--- config.mk ---
export PLATFORM = sky130hd
export DESIGN_NAME = hconv_mc
export DESIGN_NICKNAME = d
export VERILOG_FILES = /design/src/rtl/hconv_mc.sv
export SDC_FILE = /design/constraint.sdc
export NUM_CORES = 1
export LEC_CHECK = 0
export ABC_AREA = 1
export CORE_MARGIN = 3
export CORE_UTILIZATION = 60
export CTS_CLUSTER_DIAMETER = 80
export DETAILED_ROUTE_END_ITERATION = 16
export PLACE_DENSITY = 0.73
export SLEW_MARGIN = 5
export SYNTH_ARGS = -nofsm -noshare
export SYNTH_HDL_FRONTEND = slang
export SYNTH_SLANG_ARGS = --single-unit
--- constraint.sdc ---
create_clock -name i_clk -period 15 [get_ports i_clk]
set_clock_uncertainty 0.05 [all_clocks]
set_input_delay 3.75 -clock i_clk [delete_from_list [all_inputs] [get_ports i_clk]]
set_output_delay 3.75 -clock i_clk [all_outputs]
set_load 0.005 [all_outputs]
--- src/rtl/hconv_mc.sv ---
// -----------------------------------------------------------------------------
// hconv_mc -- multi-channel horizontal 1-D convolution with programmable
// signed taps, VALID (crop) or REPLICATE (edge-extend, same size) row modes.
//
// Ports
//   i_clk, i_rst       : clock, synchronous active-high reset
//   i_cfg_we/addr/wdata: coefficient write port (tap index, signed value)
//   i_mode             : 0 = VALID, 1 = REPLICATE (sampled at frame start)
//   i_vld/o_rdy        : input handshake, with i_eor/i_eof tags and i_data
//   o_vld/i_rdy        : output handshake, with o_eor/o_eof tags and o_data
//
// Pixels carry CH channels of DATA_W bits; channel k at [k*DATA_W +: DATA_W].
// A single output register gives one cycle of latency from the accept (or
// flush step) that completes a window to the registered result.
// -----------------------------------------------------------------------------
module hconv_mc #(
  parameter int DATA_W   = 8,
  parameter int CH       = 1,
  parameter int KERNEL_W = 7,
  parameter int COEF_W   = 6,
  parameter int SHIFT    = 4
) (
  input  logic                     i_clk,
  input  logic                     i_rst,
  input  logic                     i_cfg_we,
  input  logic [3:0]               i_cfg_addr,
  input  logic signed [COEF_W-1:0] i_cfg_wdata,
  input  logic                     i_mode,
  input  logic                     i_vld,
  input  logic                     i_eor,
  input  logic                     i_eof,
  input  logic [CH*DATA_W-1:0]     i_data,
  output logic                     o_rdy,
  input  logic                     i_rdy,
  output logic                     o_vld,
  output logic                     o_eor,
  output logic                     o_eof,
  output logic [CH*DATA_W-1:0]     o_data
);

  localparam int R     = (KERNEL_W - 1) / 2;
  localparam int COL_W = 16;
  // Product of a zero-extended sample and a signed coefficient, plus growth
  // for summing KERNEL_W terms and the rounding constant.
  localparam int ACC_W = DATA_W + COEF_W + 2 + $clog2(KERNEL_W);
  localparam logic signed [ACC_W-1:0] RND     = ACC_W'((SHIFT > 0) ? (1 << (SHIFT - 1)) : 0);
  localparam logic signed [ACC_W-1:0] SAT_MAX = ACC_W'((1 << DATA_W) - 1);

  typedef enum logic {S_RUN, S_FLUSH} state_t;

  state_t                     r_state, w_state_nxt;
  logic signed [COEF_W-1:0]   r_coef   [KERNEL_W];
  logic signed [COEF_W-1:0]   r_shadow [KERNEL_W];
  logic [DATA_W-1:0]          r_win     [CH][KERNEL_W];
  logic [DATA_W-1:0]          w_win_nxt [CH][KERNEL_W];
  logic [COL_W-1:0]           r_col;
  logic [3:0]                 r_flush_cnt;
  logic                       r_sof;
  logic                       r_mode;
  logic                       r_eof_pend;
  logic                       r_vld, r_eor, r_eof;
  logic [CH*DATA_W-1:0]       r_data;

  logic                       w_free, w_accept, w_step, w_mode, w_row_end;
  logic                       w_emit, w_tag_eor, w_tag_eof;
  logic signed [ACC_W-1:0]    w_acc, w_shf;
  logic [CH*DATA_W-1:0]       w_result;

  // Output register is free when empty or being drained this cycle.
  assign w_free    = !r_vld || i_rdy;
  assign o_rdy     = !i_rst && (r_state == S_RUN) && w_free;
  assign w_accept  = i_vld && o_rdy;
  assign w_step    = (r_state == S_FLUSH) && w_free;
  assign w_row_end = i_eor || i_eof;
  // The first accept of a frame already needs the new mode (column-0 load).
  assign w_mode    = r_sof ? i_mode : r_mode;

  always_ff @(posedge i_clk) begin
    if (i_rst) r_state <= S_RUN;
    else       r_state <= w_state_nxt;
  end

  // NOTE: every signal written here gets a default first so no path leaves it
  // unassigned; otherwise synthesis would infer a latch to hold the old value.
  always_comb begin
    w_state_nxt = r_state;
    w_emit      = 1'b0;
    w_tag_eor   = 1'b0;
    w_tag_eof   = 1'b0;
    if (r_state == S_RUN) begin
      if (w_accept) begin
        if (w_mode) begin
          w_emit = (r_col >= COL_W'(R));
          if (w_row_end) w_state_nxt = S_FLUSH;
        end else begin
          w_emit    = (r_col >= COL_W'(KERNEL_W - 1));
          w_tag_eor = w_row_end;
          w_tag_eof = i_eof;
        end
      end
    end else if (w_step) begin
      w_emit = 1'b1;
      if (r_flush_cnt == 4'(R - 1)) begin
        w_tag_eor   = 1'b1;
        w_tag_eof   = r_eof_pend;
        w_state_nxt = S_RUN;
      end
    end
  end

  // Window update: REPLICATE fills the whole window with column 0; a flush
  // step re-inserts the row's last pixel (the newest window entry).
  always_comb begin
    w_win_nxt = r_win;
    for (int c = 0; c < CH; c++) begin
      if (w_accept) begin
        for (int k = 0; k < KERNEL_W - 1; k++) begin
          w_win_nxt[c][k] = (w_mode && r_col == '0) ? i_data[c*DATA_W +: DATA_W] : r_win[c][k+1];
        end
        w_win_nxt[c][KERNEL_W-1] = i_data[c*DATA_W +: DATA_W];
      end else if (w_step) begin
        for (int k = 0; k < KERNEL_W - 1; k++) w_win_nxt[c][k] = r_win[c][k+1];
        w_win_nxt[c][KERNEL_W-1] = r_win[c][KERNEL_W-1];
      end
    end
  end

  // Filter arithmetic on the window as it will be after this cycle's update.
  always_comb begin
    w_result = '0;
    w_acc    = '0;
    w_shf    = '0;
    for (int c = 0; c < CH; c++) begin
      w_acc = RND;
      for (int k = 0; k < KERNEL_W; k++) begin
        w_acc = w_acc + ACC_W'($signed({1'b0, w_win_nxt[c][k]})) * ACC_W'(r_shadow[k]);
      end
      w_shf = w_acc >>> SHIFT;
      if (w_shf[ACC_W-1])       w_result[c*DATA_W +: DATA_W] = '0;
      else if (w_shf > SAT_MAX) w_result[c*DATA_W +: DATA_W] = '1;
      else                      w_result[c*DATA_W +: DATA_W] = w_shf[DATA_W-1:0];
    end
  end

  // NOTE: state is updated with non-blocking assignments so every register
  // samples the pre-edge values, independent of statement order.
  always_ff @(posedge i_clk) begin
    if (i_rst) begin
      r_col       <= '0;
      r_flush_cnt <= '0;
      r_sof       <= 1'b1;
      r_mode      <= 1'b0;
      r_eof_pend  <= 1'b0;
      r_vld       <= 1'b0;
      r_eor       <= 1'b0;
      r_eof       <= 1'b0;
      r_data      <= '0;
      // NOTE: the window is a small register array, not a RAM, so clearing it
      // on reset is cheap and keeps the first outputs of a frame deterministic.
      for (int c = 0; c < CH; c++)
        for (int k = 0; k < KERNEL_W; k++) r_win[c][k] <= '0;
      for (int k = 0; k < KERNEL_W; k++) begin
        if (k == R) begin
          r_coef[k]   <= COEF_W'(1 << SHIFT);
          r_shadow[k] <= COEF_W'(1 << SHIFT);
        end else begin
          r_coef[k]   <= '0;
          r_shadow[k] <= '0;
        end
      end
    end else begin
      // Out-of-range tap indices simply match no register.
      for (int k = 0; k < KERNEL_W; k++) begin
        if (i_cfg_we && i_cfg_addr == 4'(k)) r_coef[k] <= i_cfg_wdata;
      end

      r_win <= w_win_nxt;

      if (w_accept) begin
        if (r_sof) begin
          r_shadow <= r_coef;
          r_mode   <= i_mode;
        end
        r_sof <= i_eof;
        if (w_row_end) begin
          r_col       <= '0;
          r_flush_cnt <= '0;
          r_eof_pend  <= i_eof;
        end else begin
          r_col <= r_col + COL_W'(1);
        end
      end

      if (w_step) r_flush_cnt <= r_flush_cnt + 4'd1;

      if (w_emit) begin
        r_vld  <= 1'b1;
        r_eor  <= w_tag_eor;
        r_eof  <= w_tag_eof;
        r_data <= w_result;
      end else if (i_rdy) begin
        r_vld <= 1'b0;
      end
    end
  end

  assign o_vld  = r_vld;
  assign o_eor  = r_eor;
  assign o_eof  = r_eof;
  assign o_data = r_data;

endmodule
## After elaboration in Yosys (flattened, before gate mapping)

Index checks and enable logic that the tools add are counted.

- Register bits: 175
- Bits of input ports: 26
- Output and inout bits: 12
- Word-level logic and storage cells: 119

- Add/sub/neg operators: 9
- Multiply operators: 7
- Order comparisons: 3
- Equality and inequality tests: 7
- Multiplexer cells: 37
- Bitwise operators: 1
- Reduce and logical (&&, ||, !) cells: 24

Operators with widths:

| cell | count |
|---|---|
| $mux W56 | 2 |
| $mul A9 B6 Y15 | 7 |
| $mux W8 | 8 |
| $add A19 B15 Y19 | 3 |
| $mux W1 | 23 |
| $add A18 B15 Y19 | 1 |
| $add A17 B15 Y18 | 1 |
| $add A16 B15 Y17 | 1 |
| $add A16 B1 Y16 const B | 1 |
| $add A5 B15 Y16 const A | 1 |
| $ge A16 B2 Y1 const B | 1 |
| $ge A16 B3 Y1 const B | 1 |
| $logic_not A16 Y1 | 1 |
| $mux W16 | 1 |
| $gt A15 B9 Y1 const B | 1 |
| $eq A4 B2 Y1 const B | 3 |
| $eq A4 B3 Y1 const B | 3 |
| $logic_and A1 B1 Y1 | 12 |
| $mux W4 | 3 |
| $reduce_and A2 Y1 | 3 |
| $reduce_bool A2 Y1 | 3 |
| $add A4 B1 Y4 const B | 1 |
| $eq A4 B1 Y1 const B | 1 |
| $logic_not A4 Y1 | 1 |
| 3 further kinds | 5 |

## Logic depth before layout (Yosys ltp)

- Depth after elaboration: 16
- Depth in mapped cells: 47
- Mapped depth without buffers: 46

## Least setup slack after synthesis

No wires, ideal clock.

- Path type: input -> register
- Start point: in i_rdy
- End point: reg r_data[2] (netlist: o_data[2])
- Library setup time: 133 ps
- Arrival time: 11,117 ps
- Required time: 14,817 ps
- Setup slack: 3,700 ps
- Stages: 39
- Buffers on the path: 1
- Cells stage by stage: inv_1 -> nand2_1 -> inv_1 -> nor2_1 -> clkbuf_1 -> nand2_1 -> o211ai_1 -> nand2_1 -> inv_2 -> nor2_1 -> fa_1 -> inv_1 -> fa_1 -> fa_1 -> fa_1 -> inv_1 -> fa_1 -> fa_1 -> [... 3 more ...] -> fa_1 -> inv_1 -> ha_1 -> nand2_1 -> nor2_1 -> inv_1 -> nor2_1 -> nand3_1 -> nand3_1 -> nand2_1 -> nor2_1 -> nand3_1 -> nor2_1 -> nand3_1 -> nand2_1 -> nand2_1 -> nand2_1 -> a21oi_2

- Cells in the longest elaborated chain, start to end: 15
- Elaborated cells on any way between the ends: 26
- Classes of those cells: 7 x add/sub; 7 x mul; 1 x order compare; 7 x mux; 4 x reduce/logical

Ends and longest elaborated chain:

| what | RTL line | RTL |
|---|---|---|
| start: declaration | 34 | `input logic i_rdy,` |
| $logic_or A1 B1 Y1 (*) | 70 | `assign w_free = !r_vld \|\| i_rdy;` |
| $logic_and A1 B1 Y1, on equally long branches | 73, 71 |  |
| $mux W56 / $logic_and A1 B1 Y1 (equally long branches) | 121, 72 |  |
| $mux W56 | 116 | `if (w_accept) begin` |
| $mul A9 B6 Y15 | 136 | `w_acc = w_acc + ACC_W'($signed({1'b0, w_win_nxt[c][k]})) * ACC_W'(r_shadow[k]);` |
| $add A5 B15 Y16 | 136 |  |
| $add A16 B15 Y17 | 136 |  |
| $add A17 B15 Y18 | 136 |  |
| $add A18 B15 Y19 | 136 |  |
| $add A19 B15 Y19 (3 in series) | 136 |  |
| $gt A15 B9 Y1 | 140 | `else if (w_shf > SAT_MAX) w_result[c*DATA_W +: DATA_W] = '1;` |
| $mux W8 | 140 |  |
| $mux W8 | 139 | `if (w_shf[ACC_W-1]) w_result[c*DATA_W +: DATA_W] = '0;` |
| end signal: assignment | 200 | `r_data <= w_result;` |
| end: declaration | 62 | `logic [CH*DATA_W-1:0] r_data;` |

Mark *: on every way between the ends. The rest lies on a longest branch, timed or not.
A chain may end at the register's enable or synchronous reset.

## Final worst setup path

- Start point: in i_rdy
- End point: reg r_data[6] (netlist: o_data[6])

The elaborated chain is that of the path after synthesis.

==> impl_metrics.csv <==
group,metric,value,unit
synthesis,syn_avg_cell_area,8.14,µm²
synthesis,postSynthCellCount,2363,
clocking,clkLatencyLatePin,0.47,ns
synthesis,ys.flop_type,"dfxtp_1",
pwr,p_leak,10.3,nW
final_layout,num_antenna_cells,0,
hold_path,hp-class,"flip-flop to flip-flop",
final_layout,final_common_cell,"inv_1",
job,cap_violations,0,
floorplanning,coreArea,0.0311,mm²
final_layout,finalNonFillerCells,2786,
clocking,cts_num_sinks,175,
setup_path,end_kind,"flip-flop",
final_layout,nFillCells,2675,
clocking,cts_root_buf,"clkbuf_16",
pwr,p_switching,1.59,mW
final_layout,multiInputGateArea,0.0134,mm²
sta,rsz0062_at_grt,"no",
drt,drtIter0Drc,1510,
synthesis,synth_seq_area_share,0.182,
clocking,cts_resized,0,
global_route,grt_pass1_vias,15700,
final_layout,final_area,0.0206,mm²
final_layout,register_area,0.00350,mm²
sta,setup_viol,0,
setup_path,path_common_cell,"fa_1",
floorplanning,pin_count,38,
pwr,p_int,1.53,mW
sta,whs,0.398,ns
final_layout,mostFrequentLayoutCells,"520 x inv_1, 411 x nor2_1, 329 x fa_1, 276 x nand2_1, 175 x dfxtp_1",
clocking,cts_tree,"done",
drt,wl_per_cell,18.6,µm
setup_path,crit_family,"adder cells",
sta,slew_headroom,0.200,
synthesis,synth_top_area_share,0.342,
floorplanning,die_h,185,µm
placement,place_hpwl,42300,µm
drt,drc,0,
placement,dp_cells,2754,
global_route,grt_start_max_net_pins,88,
sta,period_minus_slack,12.63,ns
pwr,comb_power_share,0.684,
synthesis,synth_cell_types,45,
drt,drtAntennaViolNets,0,
pwr,p_sw_frac,0.510,
floorplanning,dieArea,0.0343,mm²
setup_path,crit_buf_inv,10,
clocking,postCtsSetupBuffers,0,
drt,dr_total_vias,15500,
clocking,cts_buffers,17,
setup_path,critPathLaunchType,"input port",
global_route,grt_first_pass_wirelength,82800,µm
pwr,seq_power_share,0.167,
synthesis,yosys.area.top_type,"fa_1",
final_layout,fin_nets,2881,
sta,worstMarginPinSlew,1.19,ns
placement,gp_congestion,1.01,
status,status,"finished clean",
floorplanning,num_rows,64,
pwr,clock_power_share,0.148,
sta,slew_violations,0,
sta,max_freq,0.0792,GHz
synthesis,synthesis.area,0.0192,mm²
synthesis,yosysWarnings,0,
final_layout,drive_gt1_frac,0.0448,
drt,via_per_inst,5.56,
pwr,power_density,151,mW/mm²
placement,dpl_cell_area,0.0200,mm²
clocking,htree_num_levels,4,
drt,first_pass_iters,7,
setup_path,required,15.25,ns
global_route,antenna_found_initial,0,
setup_path,path_class,"input port to flip-flop",
drt,wl,51800,µm
global_route,grtUsageTotal,0.317,
setup_path,cp_data_arrival_time,12.88,ns
floorplanning,initial_utilization,0.619,
synthesis,synth_area_leaders,"fa_1 34%, dfxtp_1 18%, inv_1 10%, ha_1 9.7%, nor2_1 8.0%",
synthesis,synth_edf_count,0,
setup_path,max_stage_delay,0.61,ns
clocking,cts.clk_slew.worst_paths,0.08,ns
setup_path,critPathSlowestCell,"buf_4",
floorplanning,fp.dieW,185,µm
synthesis,syn_nets,2867,
sta,fin_crit_sh,0.842,
final_layout,layout-area-overhead-vs-synth,6.93,%
clocking,hold_buffers,0,
pwr,peakVddDrop,0.269,mV
synthesis,yosys_register_bits,175,
setup_path,rrSetupSlack,5.48,ns
clocking,cts_buffer_depth,2,
sta,hold_violations,0,
setup_path,critPathMaxFanout,69,
placement,port_buffers,37,
sta,setup_tns,0,ns
global_route,grt-ovfl-total,0,
synthesis,synthArstFlopShare,0,
[per-layer routing]
| metal | share of wire | wire length (µm) | vias up | track usage |
|---|---|---|---|---|
| met2 | 0.46 | 23800 | 697 | 0.502 |
| met1 | 0.41 | 21500 | 7550 | 0.435 |
| met3 | 0.089 | 4590 | 106 | 0.0701 |
| li1 | - | - | 7144 | - |
| met4 | 0.036 | 1890 | 0 | 0.113 |
| met5 | 0 | 0 | - | 0 |
[cell families after synthesis]
family                   share of synthesized area
buffers and inverters                        0.120
AND/OR/NAND/NOR                              0.157
AO/OA/AOI/OAI                               0.0940
adder cells (fa/ha/maj)                      0.439
flip-flops                                   0.182
XOR/XNOR                                   0.00722
[cell type report]
class                   count  area share
inverters                 563       0.103
clock inverters            13     0.00675
multi-input cells        1573       0.653
repair buffers             47      0.0214
well taps                 396      0.0241
clock buffers              19      0.0220
flip-flops and latches    175       0.170
[state kept, by name, summed over array words and instances (netlist names), 4 cells and up]
register,cells
o_data,8
r_coef,42
r_col,16
r_flush_cnt,4
r_shadow,42
r_win,56
[per-stage QoR]
stage | total power, mW | setup slack (ns) | utilization
2_1_floorplan | 2.07 | 3.70 | -
3_3_place_gp | 2.61 | 2.20 | 0.643
3_5_place_dp | 2.63 | 1.99 | 0.643
4_1_cts | 3.10 | 2.43 | 0.662
5_1_grt | 3.43 | 1.70 | 0.662
6_report | 3.11 | 2.37 | 0.662
[worst register-to-register path, delay by kind of cell (launching register included)]
family                   cells  cell delay (ns)
buffers and inverters        6             1.11
AND/OR/NAND/NOR             18             2.71
AO/OA/AOI/OAI                2             0.24
flip-flops                   1             0.33
adder cells (fa/ha/maj)     10             4.88
[path summary, 6_finish.rpt]
kind | startpoint | endpoint | cells past startpoint
worst min register to register | r_coef[41]$_SDFFE_PP0P_ | r_coef[41]$_SDFFE_PP0P_ | 2
worst max register to register | r_col[13]$_SDFFE_PP0N_ | o_data[6]$_SDFFE_PP0P_ | 36
worst min-delay path | r_coef[41]$_SDFFE_PP0P_ | r_coef[41]$_SDFFE_PP0P_ | 2
worst max-delay path | i_rdy | o_data[6]$_SDFFE_PP0P_ | 40
[Yosys cell counts (7+ instances only)]
| cell type | n |
|---|---|
| o211ai_1 | 25 |
| ha_1 | 149 |
| clkbuf_1 | 43 |
| dfxtp_1 | 175 |
| inv_2 | 37 |
| inv_1 | 521 |
| o21bai_1 | 23 |
| nor2_1 | 412 |
| fa_1 | 329 |
| o21ai_0 | 173 |
| xnor2_1 | 9 |
| nand2_1 | 277 |
| nor3_1 | 13 |
| a21oi_1 | 84 |
| buf_2 | 7 |
| nand3_1 | 22 |
[power by group through the flow]
| stage | Clock, mW | Sequential, mW | Combinational [mW] |
|---|---|---|---|
| floorplan | 0 | 0.519 | 1.55 |
| global placement | 0 | 0.529 | 2.08 |
| detailed placement | 0 | 0.530 | 2.10 |
| CTS | 0.466 | 0.519 | 2.12 |
| global route | 0.481 | 0.523 | 2.42 |
| finish | 0.462 | 0.521 | 2.13 |
No activity file was read; power rests on OpenSTA's default activity.
==> RTL edit, RTL diff (same settings) <==
Add an input register stage for `i_cfg_we`, `i_cfg_addr`, `i_cfg_wdata` and `i_mode`; this delays them by one clock. The other inputs are not delayed to match.
--- a/src/rtl/hconv_mc.sv
+++ b/src/rtl/hconv_mc.sv
@@ -48,6 +48,18 @@
 
   typedef enum logic {S_RUN, S_FLUSH} state_t;
 
+  logic i_cfg_we_q;
+  logic [3:0] i_cfg_addr_q;
+  logic signed [COEF_W-1:0] i_cfg_wdata_q;
+  logic i_mode_q;
+
+  always_ff @(posedge i_clk) begin
+    i_cfg_we_q    <= i_cfg_we;
+    i_cfg_addr_q  <= i_cfg_addr;
+    i_cfg_wdata_q <= i_cfg_wdata;
+    i_mode_q      <= i_mode;
+  end
+
   state_t                     r_state, w_state_nxt;
   logic signed [COEF_W-1:0]   r_coef   [KERNEL_W];
   logic signed [COEF_W-1:0]   r_shadow [KERNEL_W];
@@ -73,7 +85,7 @@
   assign w_step    = (r_state == S_FLUSH) && w_free;
   assign w_row_end = i_eor || i_eof;
   // The first accept of a frame already needs the new mode (column-0 load).
-  assign w_mode    = r_sof ? i_mode : r_mode;
+  assign w_mode    = r_sof ? i_mode_q : r_mode;
 
   always_ff @(posedge i_clk) begin
     if (i_rst) r_state <= S_RUN;
@@ -171,7 +183,7 @@
     end else begin
       // Out-of-range tap indices simply match no register.
       for (int k = 0; k < KERNEL_W; k++) begin
-        if (i_cfg_we && i_cfg_addr == 4'(k)) r_coef[k] <= i_cfg_wdata;
+        if (i_cfg_we_q && i_cfg_addr_q == 4'(k)) r_coef[k] <= i_cfg_wdata_q;
       end
 
       r_win <= w_win_nxt;
@@ -179,7 +191,7 @@
       if (w_accept) begin
         if (r_sof) begin
           r_shadow <= r_coef;
-          r_mode   <= i_mode;
+          r_mode   <= i_mode_q;
         end
         r_sof <= i_eof;
         if (w_row_end) begin
Behaviour: not the same (Yosys sat finds a counterexample within 4 cycles, from zero or initial values and one cycle with i_rst high).
==> RTL edit against the original RTL <==
Combinational power down 3%; wire length up 0.97%; power down 0.99%; count of clock-buffer cells in the layout down 1; cell count up 1.8%; worst hold slack worse by 0.0037 ns; sequential cell count up 12; cell area up 1.8%; fmax down 1.0%; synthesized area up 1.7%; register-to-register slack worse by 0.11 ns; worst setup slack worse by 0.13 ns; critical path type unchanged; critical endpoint is now o_data[3]; largest power group unchanged.
==> RTL edit: results (changes against the original RTL) <==
Outcome
  – Run status: complete, no violations

Global route
  – Combined global-route utilization of all metal layers: 0.311 (-0.00635)
  – Number of global-route vias before repair: 16110 (+2.8%)
  – Met2 capacity usage during global routing: 0.502 (about the same)
  – Initial antenna violation count: 1 (+1)
  – Routing usage on met3: 0.0736 (+0.00353)
  – Met1 track utilization from global routing: 0.408 (-0.0266)

Final layout
  – Share of cells above drive strength 1: 0.0437 (-0.00106)
  – Multi-input logic area: 13500 µm² (+0.78%)
  – Layout Cells excl Fill: 2837 (+1.8%)
  – Count of plain and timing-repair buffers in the layout: 48 (+2.1%)
  – Number of non-clock inverters: 552 (-2.0%)
  – Fraction of area in clock buffers and inverters: 0.0289 (+0.000142)
  – Clock tree buffer count of the final layout: 18 (-1)
  – FF/Latch Area: 3740 µm² (+6.9%)

Place
  – Cell area after placement: 20300 µm² (+1.8%)
  – Final Wtd Congestion: 1.04 (+2.1%)

Route
  – DR iter-0 viols: 1468 (-2.8%)
  – Met1 Wirelength: 20800 µm (-3.0%)
  – Detail Route met2 WL: 24400 µm (+2.4%)
  – Vias per inst: 5.50 (-1.2%)

Power and ir drop
  – Static leakage: 10.3 nW (+0.86%)
  – Switching portion of total power: 0.507 (-0.00256)
  – Worst IR drop on VDD: 0.258 mV (-4.3%)

Synth
  – Post-Synth XOR/XNOR Area: 0.00582 (-0.00140)
  – Ranking of synthesized cells by area: sky130_fd_sc_hd__fa_1 (34%), sky130_fd_sc_hd__dfxtp_1 (19%), sky130_fd_sc_hd__inv_1 (10%)
  – Syn Nets: 2881 (+0.49%)
  – Post-Syn Instances: 2377 (+0.59%)
  – Avg Cell Area, Syn: 8.24 µm² (+1.1%)
  – Synth Area in Adders: 0.432 (-0.00747)
  – Most used standard cells in the synthesized netlist: sky130_fd_sc_hd__inv_1 (535), sky130_fd_sc_hd__nor2_1 (402), sky130_fd_sc_hd__fa_1 (329), sky130_fd_sc_hd__nand2_1 (274), sky130_fd_sc_hd__dfxtp_1 (187)

Critical path
  – Flop2flop setup slack: 5.37 ns (-0.11 ns)
  – Critical path endpoint: o_data[3]
  – Slowest Stage Delay on Critical Path: 0.55 ns (-0.06 ns)
  – Crit-path max FO: 63 (-8.7%)

CTS
  – CTS sink cnt: 187 (+6.9%)

Worst hold path
  – Hold endpoint: r_coef[37]

STA
  – Relative slew slack: 0.366 (+0.166)
-- RTL edit: power groups by stage --
stage | logic, W | registers, W | clock network (W)
floorplan | 0.00147 | 0.000553 | 0
global placement | 0.00199 | 0.000563 | 0
detailed placement | 0.00202 | 0.000564 | 0
CTS | 0.00203 | 0.000552 | 0.000477
global route | 0.00233 | 0.000557 | 0.000495
finish | 0.00206 | 0.000554 | 0.000472
-- RTL edit: cell families (layout without fill, tap and decap cells) --
kind of cell	count (synthesis)	count (layout)
AND/OR/NAND/NOR	763	763
XOR/XNOR	13	13
AO/OA/AOI/OAI	329	329
buffers and inverters	607	632
adder cells (fa/ha/maj)	478	478
flip-flops	187	187
-- RTL edit: through the flow --
stage                     utilization  power [W]  setup WS, ns  hold slack (ns)
final                           0.657    0.00308          2.24            0.394
after global placement          0.638    0.00255          2.09            0.384
after floorplan                     -    0.00203          3.81            0.365
after detailed placement        0.638    0.00258          1.87            0.385
after CTS                       0.657    0.00306          2.35            0.397
after global routing            0.657    0.00339          1.78            0.412
